<file path="src/rtl/avalon_tx_pkg.sv">
// avalon_tx_pkg
//   Shared definitions for the Avalon-ST transmit arbiter: source indices,
//   arbiter state encoding and the round-robin pick helper.
package avalon_tx_pkg;

    localparam logic [1:0] SRC_RW = 2'd0;
    localparam logic [1:0] SRC_RR = 2'd1;
    localparam logic [1:0] SRC_CC = 2'd2;

    typedef enum logic {
        IDLE = 1'b0,
        XFER = 1'b1
    } arb_state_t;

    // Successor in the fixed rotation rw -> rr -> cc -> rw.
    function automatic logic [1:0] next_src(input logic [1:0] s);
        return (s == SRC_CC) ? SRC_RW : s + 2'd1;
    endfunction

    // First requester found after 'last' in rotation order.
    // Caller guarantees at least one request bit is set.
    function automatic logic [1:0] rr_pick(input logic [2:0] req, input logic [1:0] last);
        logic [1:0] c0;
        logic [1:0] c1;
        logic [1:0] c2;
        logic [1:0] pick;
        c0 = next_src(last);
        c1 = next_src(c0);
        c2 = next_src(c1);
        if (req[c0])      pick = c0;
        else if (req[c1]) pick = c1;
        else              pick = c2;
        return pick;
    endfunction

endpackage

</file>
<file path="src/rtl/tx_skid_buf.sv">
// tx_skid_buf
//   Two-entry skid buffer with registered outputs.
//   Ports:
//     clk, rst_n           clock, asynchronous active-low reset
//     in_data / in_push    write side; push is ignored while full
//     full                 both entries occupied
//     out_data / out_valid head entry, registered
//     out_ready            consumer accepts the head this cycle
module tx_skid_buf #(
    parameter int unsigned WIDTH = 131
) (
    input  logic             clk,
    input  logic             rst_n,
    input  logic [WIDTH-1:0] in_data,
    input  logic             in_push,
    output logic             full,
    output logic [WIDTH-1:0] out_data,
    output logic             out_valid,
    input  logic             out_ready
);

    logic [WIDTH-1:0] head;
    logic [WIDTH-1:0] skid;
    logic [1:0]       count;
    logic             push;
    logic             pop;

    assign full      = (count == 2'd2);
    assign out_valid = (count != 2'd0);
    assign out_data  = head;
    assign push      = in_push && !full;
    assign pop       = out_valid && out_ready;

    always_ff @(posedge clk or negedge rst_n) begin
        if (!rst_n) begin
            head  <= '0;
            skid  <= '0;
            count <= '0;
        end else begin
            case ({push, pop})
                2'b10: begin
                    if (count == 2'd0) head <= in_data;
                    else               skid <= in_data;
                    count <= count + 2'd1;
                end
                2'b01: begin
                    if (count == 2'd2) head <= skid;
                    count <= count - 2'd1;
                end
                // Push is gated by full and pop needs a valid head, so a
                // simultaneous push/pop only happens with one entry held.
                2'b11: head <= in_data;
                default: ;
            endcase
        end
    end

endmodule

</file>
<file path="src/rtl/avalon_tx.sv">
// avalon_tx
//   Round-robin arbiter merging three AXI-Stream TLP sources (DMA write
//   requests, DMA read requests, host-read completions) onto one Avalon-ST
//   transmit interface with ready latency 0.
//   Ports:
//     trn_clk, trn_rst_n      clock, asynchronous active-low reset
//     s_axis_rw_*             DMA write-request source
//     s_axis_rr_*             DMA read-request source
//     s_axis_cc_*             host-read completion source
//     tx_st_data0             TLP data
//     tx_st_sop0/eop0         first / last word of a TLP
//     tx_st_empty0            upper half of the eop word is invalid
//     tx_st_valid0/ready0     Avalon-ST handshake
module avalon_tx
    import avalon_tx_pkg::*;
#(
    parameter int unsigned AXI_DATA_WIDTH = 128,
    parameter int unsigned BE_WIDTH       = AXI_DATA_WIDTH / 8
) (
    input  logic                      trn_clk,
    input  logic                      trn_rst_n,

    input  logic [AXI_DATA_WIDTH-1:0] s_axis_rw_tdata,
    input  logic [BE_WIDTH-1:0]       s_axis_rw_tstrb,
    input  logic                      s_axis_rw_tlast,
    input  logic                      s_axis_rw_tvalid,
    output logic                      s_axis_rw_tready,

    input  logic [AXI_DATA_WIDTH-1:0] s_axis_rr_tdata,
    input  logic [BE_WIDTH-1:0]       s_axis_rr_tstrb,
    input  logic                      s_axis_rr_tlast,
    input  logic                      s_axis_rr_tvalid,
    output logic                      s_axis_rr_tready,

    input  logic [AXI_DATA_WIDTH-1:0] s_axis_cc_tdata,
    input  logic [BE_WIDTH-1:0]       s_axis_cc_tstrb,
    input  logic                      s_axis_cc_tlast,
    input  logic                      s_axis_cc_tvalid,
    output logic                      s_axis_cc_tready,

    output logic [AXI_DATA_WIDTH-1:0] tx_st_data0,
    output logic                      tx_st_sop0,
    output logic                      tx_st_eop0,
    output logic                      tx_st_empty0,
    output logic                      tx_st_valid0,
    input  logic                      tx_st_ready0
);

    localparam int unsigned HALF_BE   = BE_WIDTH / 2;
    localparam int unsigned PAYLOAD_W = AXI_DATA_WIDTH + 3;

    arb_state_t state;
    logic [1:0] grant;
    logic [1:0] last_grant;
    logic       first;

    logic [2:0] req;
    logic [2:0] other_req;
    logic       xfer;
    logic       accept;
    logic       buf_full;
    logic       buf_valid;

    logic [AXI_DATA_WIDTH-1:0]   sel_data;
    logic [BE_WIDTH-HALF_BE-1:0] sel_strb_hi;
    logic                        sel_last;
    logic                        sel_valid;
    logic [PAYLOAD_W-1:0]        payload;
    logic [PAYLOAD_W-1:0]        buf_data;

    // Lower strobe lanes carry no information for the Avalon side.
    logic strb_lo_unused;
    assign strb_lo_unused = ^{s_axis_rw_tstrb[HALF_BE-1:0],
                              s_axis_rr_tstrb[HALF_BE-1:0],
                              s_axis_cc_tstrb[HALF_BE-1:0]};

    assign req       = {s_axis_cc_tvalid, s_axis_rr_tvalid, s_axis_rw_tvalid};
    assign other_req = req & ~(3'b001 << grant);
    assign xfer      = (state == XFER);

    always_comb begin
        sel_data    = '0;
        sel_strb_hi = '0;
        sel_last    = 1'b0;
        sel_valid   = 1'b0;
        case (grant)
            SRC_RW: begin
                sel_data    = s_axis_rw_tdata;
                sel_strb_hi = s_axis_rw_tstrb[BE_WIDTH-1:HALF_BE];
                sel_last    = s_axis_rw_tlast;
                sel_valid   = s_axis_rw_tvalid;
            end
            SRC_RR: begin
                sel_data    = s_axis_rr_tdata;
                sel_strb_hi = s_axis_rr_tstrb[BE_WIDTH-1:HALF_BE];
                sel_last    = s_axis_rr_tlast;
                sel_valid   = s_axis_rr_tvalid;
            end
            SRC_CC: begin
                sel_data    = s_axis_cc_tdata;
                sel_strb_hi = s_axis_cc_tstrb[BE_WIDTH-1:HALF_BE];
                sel_last    = s_axis_cc_tlast;
                sel_valid   = s_axis_cc_tvalid;
            end
            default: ;
        endcase
    end

    assign s_axis_rw_tready = xfer && (grant == SRC_RW) && !buf_full;
    assign s_axis_rr_tready = xfer && (grant == SRC_RR) && !buf_full;
    assign s_axis_cc_tready = xfer && (grant == SRC_CC) && !buf_full;
    assign accept           = xfer && sel_valid && !buf_full;

    assign payload = {first, sel_last, sel_last && (sel_strb_hi == '0), sel_data};

    always_ff @(posedge trn_clk or negedge trn_rst_n) begin
        if (!trn_rst_n) begin
            state      <= IDLE;
            grant      <= SRC_RW;
            last_grant <= SRC_CC;
            first      <= 1'b0;
        end else begin
            case (state)
                IDLE: begin
                    if (|req) begin
                        grant <= rr_pick(req, last_grant);
                        first <= 1'b1;
                        state <= XFER;
                    end
                end
                XFER: begin
                    if (accept) begin
                        first <= 1'b0;
                        if (sel_last) begin
                            last_grant <= grant;
                            // Hand straight to the next waiting source so
                            // back-to-back packets leave no bubble; IDLE is
                            // only revisited when nobody else is requesting.
                            if (|other_req) begin
                                grant <= rr_pick(other_req, grant);
                                first <= 1'b1;
                            end else begin
                                state <= IDLE;
                            end
                        end
                    end
                end
                default: state <= IDLE;
            endcase
        end
    end

    tx_skid_buf #(
        .WIDTH(PAYLOAD_W)
    ) u_skid (
        .clk      (trn_clk),
        .rst_n    (trn_rst_n),
        .in_data  (payload),
        .in_push  (accept),
        .full     (buf_full),
        .out_data (buf_data),
        .out_valid(buf_valid),
        .out_ready(tx_st_ready0)
    );

    assign tx_st_valid0 = buf_valid;
    assign tx_st_data0  = buf_data[AXI_DATA_WIDTH-1:0];
    assign tx_st_sop0   = buf_valid && buf_data[PAYLOAD_W-1];
    assign tx_st_eop0   = buf_valid && buf_data[PAYLOAD_W-2];
    assign tx_st_empty0 = buf_valid && buf_data[PAYLOAD_W-3];

endmodule

</file>
<file path="config.mk">
export PLATFORM = sky130hd
export DESIGN_NAME = avalon_tx
export DESIGN_NICKNAME = d
export VERILOG_FILES = /design/src/rtl/avalon_tx_pkg.sv /design/src/rtl/tx_skid_buf.sv /design/src/rtl/avalon_tx.sv
export SDC_FILE = /design/constraint.sdc
export NUM_CORES = 1
export LEC_CHECK = 0
export ABC_AREA = 1
export BUFFER_PORTS_ARGS = -buffer_cell sky130_fd_sc_hd__buf_4
export CORE_AREA = 2 2 227 229
export CTS_BUF_LIST = sky130_fd_sc_hd__clkbuf_8
export DETAILED_ROUTE_END_ITERATION = 6
export DIE_AREA = 0 0 229 231
export GPL_ROUTABILITY_DRIVEN = 0
export HOLD_SLACK_MARGIN = 0.05
export MAX_ROUTING_LAYER = met4
export PLACE_DENSITY = 0.61
export SLEW_MARGIN = 30
export SYNTH_ARGS = -nofsm -noshare
export SYNTH_HDL_FRONTEND = slang
export SYNTH_SLANG_ARGS = --single-unit
</file>
<file path="constraint.sdc">
create_clock -name trn_clk -period 5.96 [get_ports trn_clk]
set_input_delay 0 -clock trn_clk [delete_from_list [all_inputs] [get_ports trn_clk]]
set_output_delay 0 -clock trn_clk [all_outputs]
set_load 0.02 [all_outputs]
</file>
* Word level (Yosys, flattened, before mapping) *
Cells that the tools add are included.

operators by class
  add/subtract/negate cells = 8
  reduce and logical (&&, ||, !) cells = 28
  shift-type cells = 1
  muxes and demuxes = 40
  magnitude comparators = 4
  equal/unequal tests = 17
  bitwise gates (word level) = 4

operators with widths
  kind                                                                           count
  131-bit one-hot mux with 3 select lines                                        1
  128-bit one-hot mux with 3 select lines                                        1
  131-bit two-way mux                                                            2
  2-bit two-way mux                                                              14
  8-bit one-hot mux with 3 select lines                                          1
  2-bit == test (second input constant)                                          9
  2-bit by 1-bit adder with 2-bit output (second input constant)                 7
  1-bit logical AND                                                              14
  2-bit by 3-bit less-than comparator with 1-bit output (second input constant)  4
  1-bit two-way mux                                                              11
  2-bit by 1-bit inequality test with 1-bit output (second input constant)       5
  1-bit binary-select mux with 2-bit select                                      4
  8-bit logical NOT                                                              1
  2-bit one-hot mux with 2 select lines                                          2
  1-bit one-hot mux with 3 select lines                                          2
  3-bit AND reduction                                                            2
  3-bit OR reduction                                                             2
  2-bit by 1-bit == test with 1-bit output (second input constant)               2
  2-bit logical NOT                                                              2
  1-bit one-hot mux with 2 select lines                                          2
  2-bit AND reduction                                                            2
  4-bit AND reduction                                                            1
  2-bit nonzero test                                                             2
  3-bit bitwise AND                                                              1
  7 further kinds                                                                8

storage, ports and cells
  register bits = 270
  input bits = 441
  output and inout bits = 135

* Depth between registers and ports, before layout *
  depth in word-level cells = 12
  depth in mapped cells = 15

* Modules after synthesis *
Synthesis repeated with hierarchy kept, for this count alone.

second synthesis, totals
  cell total of the unflattened synthesis = 2105
  area, all modules = 14771.7 um^2

by module, submodules not included
  module       area an instance (um^2)  cells an instance  times used
  tx_skid_buf  11643.7                  1433               1
  avalon_tx    3128.0                   672                1

* Least setup slack after synthesis *
No wires, ideal clock.

  path type = reg-to-reg
  start = reg u_skid.count[0]
  end = reg u_skid.head[19], in the netlist u_skid.out_data[19]
  period minus slack after synthesis = 2.358 ns
  stages on the path, launching flop included = 14
  buffers on the path = 3
  arrival time = 2.292 ns
  required time = 5.894 ns
  setup slack = 3.602 ns
  setup time = 0.066 ns
  path through = dfrtp_1 -> nor2_1 -> inv_1 -> nand2_1 -> inv_1 -> ha_1 -> inv_2 -> buf_2 -> clkbuf_1 -> buf_1 -> nand2_1 -> o21ai_0 -> nand2_1 -> nand2_1

RTL lines
  element                                                                                                  RTL line           RTL
  start: declaration                                                                                       tx_skid_buf.sv:24  logic [1:0] count;
  start signal: assignment                                                                                 tx_skid_buf.sv:44  count <= count + 2'd1;
  start signal: assignment                                                                                 tx_skid_buf.sv:48  count <= count - 2'd1;
  2-bit nonzero test (*)                                                                                   tx_skid_buf.sv:29  assign out_valid = (count != 2'd0);
  net tx_st_valid0                                                                                         avalon_tx.sv:45    output logic tx_st_valid0,
  1-bit logical AND (*)                                                                                    tx_skid_buf.sv:32  assign pop = out_valid && out_ready;
  2-bit by 1-bit == test with 1-bit output / 2-bit == test (equally long branches)                         tx_skid_buf.sv:40  case ({push, pop})
  2-bit by 1-bit inequality test with 1-bit output (no line) / 3-bit nonzero test (equally long branches)  n/a
  3-bit AND reduction (no line)                                                                            n/a
  end signal: assignment                                                                                   tx_skid_buf.sv:42  if (count == 2'd0) head <= in_data;
  end signal: assignment                                                                                   tx_skid_buf.sv:47  if (count == 2'd2) head <= skid;
  end signal: assignment                                                                                   tx_skid_buf.sv:52  2'b11: head <= in_data;
  end: declaration                                                                                         tx_skid_buf.sv:22  logic [WIDTH-1:0] head;

The timed path passes the listed nets; every way through them passes the cells marked *.
A chain may end at the register's enable or synchronous reset.

* Worst setup path after layout *
  start = reg grant[1]
  end = reg grant[1]

on the way
  longest elaborated chain between the ends = 12

RTL lines
  element                                                                         RTL line                                  RTL
  start: declaration                                                              avalon_tx.sv:53                           logic [1:0] grant;
  start signal: assignment                                                        avalon_tx.sv:126                          grant <= rr_pick(req, last_grant);
  start signal: assignment                                                        avalon_tx.sv:140                          grant <= rr_pick(other_req, grant);
  2-bit by 1-bit adder with 2-bit output / 2-bit == test (equally long branches)  avalon_tx_pkg.sv:17, avalon_tx.sv:86
  2-bit two-way mux                                                               avalon_tx_pkg.sv:17                       return (s == SRC_CC) ? SRC_RW : s + 2'd1;
  2-bit by 1-bit adder with 2-bit output / 2-bit == test (equally long branches)  avalon_tx_pkg.sv:17
  2-bit two-way mux                                                               avalon_tx_pkg.sv:17
  2-bit by 1-bit adder with 2-bit output, or another cell as far along            avalon_tx_pkg.sv:17
  2-bit two-way mux / 1-bit two-way mux (equally long branches)                   avalon_tx_pkg.sv:17, avalon_tx_pkg.sv:31
  2-bit two-way mux                                                               avalon_tx_pkg.sv:31                       else if (req[c1]) pick = c1;
  2-bit two-way mux                                                               avalon_tx_pkg.sv:30                       if (req[c0]) pick = c0;
  2-bit two-way mux                                                               avalon_tx.sv:139                          if (|other_req) begin
  2-bit two-way mux                                                               avalon_tx.sv:134                          if (sel_last) begin
  2-bit two-way mux                                                               avalon_tx.sv:132                          if (accept) begin
  2-bit one-hot mux with 2 select lines                                           avalon_tx.sv:123                          case (state)

Parallel ways exist; a longest one is shown, timed or not. The select of a mux whose other input is x is not followed.

==> run summary <==
Status: complete, no violations
Sink Count: 270
Initial antenna violation count: 0
Worst setup SP type: flip-flop
Power Dens Cells: 498.2 nW/µm²
Post-synthesis sequential area ratio: 0.4449
Post-synth ARST share: 1.000
Layout Skew: 11.83 ps
Max-slew headroom: 0.3727
Minimum setup slack among reg-to-reg paths: 1790 ps
First-pass GRT wire length: 80.22 mm
Largest area contributor in the netlist: dfrtp_1
Synth top area cells: dfrtp_1 (44%), nand2_1 (27%), o21ai_0 (8.4%)
CP required: 6420 ps
Max_cap viols: 0
Vias: 16204
Final net count: 3294
Unrepaired setup endpoints after global routing: no
Syn. warnings: 0
Post-synthesis register bit count: 270
Post_cts resized: 0
Worst-Skew Late Latency: 580 ps
Vias per inst: 4.541
Kind of critical path: reg2reg
Vias in the first global route: 15889
Num rows: 83
GRT Resource Usage Total: 0.1916
Total power: 11.31 mW
Worst Path Max Fanout: 70
# H-tree levels: 2
Setup crit end: grant[1]$_DFFE_PN0P_
Fmax: 0.2397 GHz
DRC viols: 0
R2R Path Start: grant[1]$_DFFE_PN0P_
TritonCTS clock tree: built
Grt ovf: 0
Fill count: 5000
Syn Std Cell Area: 15190 µm²
Wire per inst: 14.17 µm
Final ANT Viol Nets: 0
Syn-to-layout area delta: 49.42%
Total Neg Setup Slack: 0 ps
Ys flop type: dfrtp_1
Core area: 50680 µm²
Type of the tightest min-delay check: in2reg
Syn Nets: 2656
Die Ht: 231 µm
Fin crit period: 4171 ps
# IOs: 576
Total CTS buffers: 47
Drt initial violations: 723
Hpwl dp: 33.21 mm
Synth top area share: 0.4432
Critical Path End Type: flip-flop
Setup Buffers After CTS: 0
Max Root-Sink Buffers: 3
Fraction of layout cells with a size suffix above 1: 0.2230
Wirelength, routed: 50.57 mm
Mean Syn Cell Area: 6.863 µm²
VDD IR max: 0.2783 mV
Port bufs: 551
Setup crit start: grant[1]$_DFFE_PN0P_
Diodes inserted: 0
Worst Tran Pin Value: 940.9 ps
R2r endpoint: grant[1]$_DFFE_PN0P_
Drt first pass iters: 5
Die area: 52900 µm²
EDFF count, synth: 0
Reg2reg path depth: 14
Root Driver: clkbuf_8
Hold Fails Final Rpt: 0
Netlist cell types: 23
Initial Util: 0.2997
Die width: 229 µm
Pin count of the biggest net entering global routing: 162
Endpoints failing setup: 0
Crit path arrival time: 4630 ps
Cells after Synth: 2213
Clock-pin slew on the worst setup and hold paths: 60 ps
Period utilization: 0.6999
LEAKAGE: 11.79 nW
Slew Viols, Final: 0
==> cell usage after synthesis (2+ instances only) <==
cell type and number:
a21oi_1 3, buf_4 129, nand3_1 141, o21ai_1 12, clkbuf_1 49, inv_2 5, buf_2 67, inv_1 147
nor2_1 37, o21ai_0 255, nand2_1 1078, ha_1 2, a22oi_1 2, buf_1 9, dfrtp_1 269
==> registers in the layout, summed over array words and instances (netlist names) <==
register         cells
u_skid.out_data    131
u_skid.skid        131
grant                2
last_grant           2
u_skid.count         2
first                1
state                1
==> routing by layer <==
layer,track usage,vias to the layer above,part of all wire
met5,-,-,0
met4,0.05743,0,0.024
met3,0.04076,75,0.064
li1,-,7993,-
met2,0.3253,575,0.48
met1,0.2282,7561,0.43
==> where the power goes <==
| group | switching (mW) | total, mW | internal, mW |
|---|---|---|---|
| Clock | 0.791 | 1.83 | 1.04 |
| Combinational | 3.86 | 6.39 | 2.54 |
| Sequential | 0.370 | 3.08 | 2.71 |
| Total | 5.02 | 11.3 | 6.29 |
==> per-stage QoR <==
stage | util | setup WS [ps] | cells | instance area, µm² | hold slack, ps
final | 0.4478 | 1789 | 3568 | 22690 | 156.4
after global routing | 0.4478 | 1520 | 3568 | 22690 | 156.9
after CTS | 0.4465 | 1905 | 3565 | 22630 | 61.60
after global placement | 0.3715 | 2452 | 3201 | 18830 | 118.8
after floorplan | - | 3602 | 2213 | 15190 | -295.6
after detailed placement | 0.3715 | 2407 | 3201 | 18830 | 125.7
==> critical path: stages (launching register included) <==
cell	delay, ps
dfrtp_1	500
nor2_4	160
buf_4	560
buf_4	730
inv_1	270
nand2_1	120
nand3_1	100
nand2_1	80
nand2_1	50
nand2_1	110
inv_1	80
nand3_1	90
dlygate4sd3_1	570
nand2_1	60
dlygate4sd3_1	560
==> layout by cell type, fill, tap and decap left out, drive strengths merged <==
master	n
a21oi	3
a22oi	2
dlygate4sd3	279
buf	565
clkbuf	64
nor3	1
o2111ai	1
o31ai	1
nand3	141
inv	168
clkinv	4
nand2	1079
dfrtp	269
xnor2	1
ha	2
bufinv	2
o21ai	267
nor2	37
dfstp	1
xor2	1
==> cell type report <==
class,instances,area (µm²),share of cell area
inverters,152,585.6,0.02580
repair buffers,844,7132,0.3143
multi-input cells,1536,6347,0.2797
clock buffers,64,880.8,0.03881
flip-flops and latches,270,6758,0.2978
clock inverters,22,140.1,0.006175
well taps,680,850.8,0.03749
==> how the worst min path moves through the flow <==
stage / startpoint / end / slack, ps / depth (start not counted)
3_5_place_dp: trn_rst_n / u_skid.out_data[98]$_DFFE_PN0P_ / 130 / 1
4_1_cts: s_axis_rr_tlast / u_skid.out_data[128]$_DFFE_PN0P_ / 60 / 9
3_3_place_gp: trn_rst_n / u_skid.out_data[98]$_DFFE_PN0P_ / 120 / 1
5_1_grt: s_axis_rr_tlast / u_skid.out_data[128]$_DFFE_PN0P_ / 160 / 9
6_report: s_axis_rr_tlast / u_skid.out_data[128]$_DFFE_PN0P_ / 160 / 9
2_1_floorplan: trn_rst_n / first$_DFFE_PN0P_ / -300 / 0
==> timing repair <==
action	4_1_cts	5_1_grt
setup endpoints to repair	0	0
hold buffers	278	1
endpoints found under the hold margin	384	34
==> logic make-up (layout without fill, tap and decap cells) <==
logic type               Yosys count  in the layout  synth area share
AND/OR/NAND/NOR                 1258           1258            0.3228
buffers and inverters            407           1082            0.1385
AO/OA/AOI/OAI                    274            274           0.09103
flip-flops                       270            270            0.4449
adder cells (fa/ha/maj)            2              2          0.001647
XOR/XNOR                           2              2          0.001154
No activity file was read; power rests on OpenSTA's default activity.
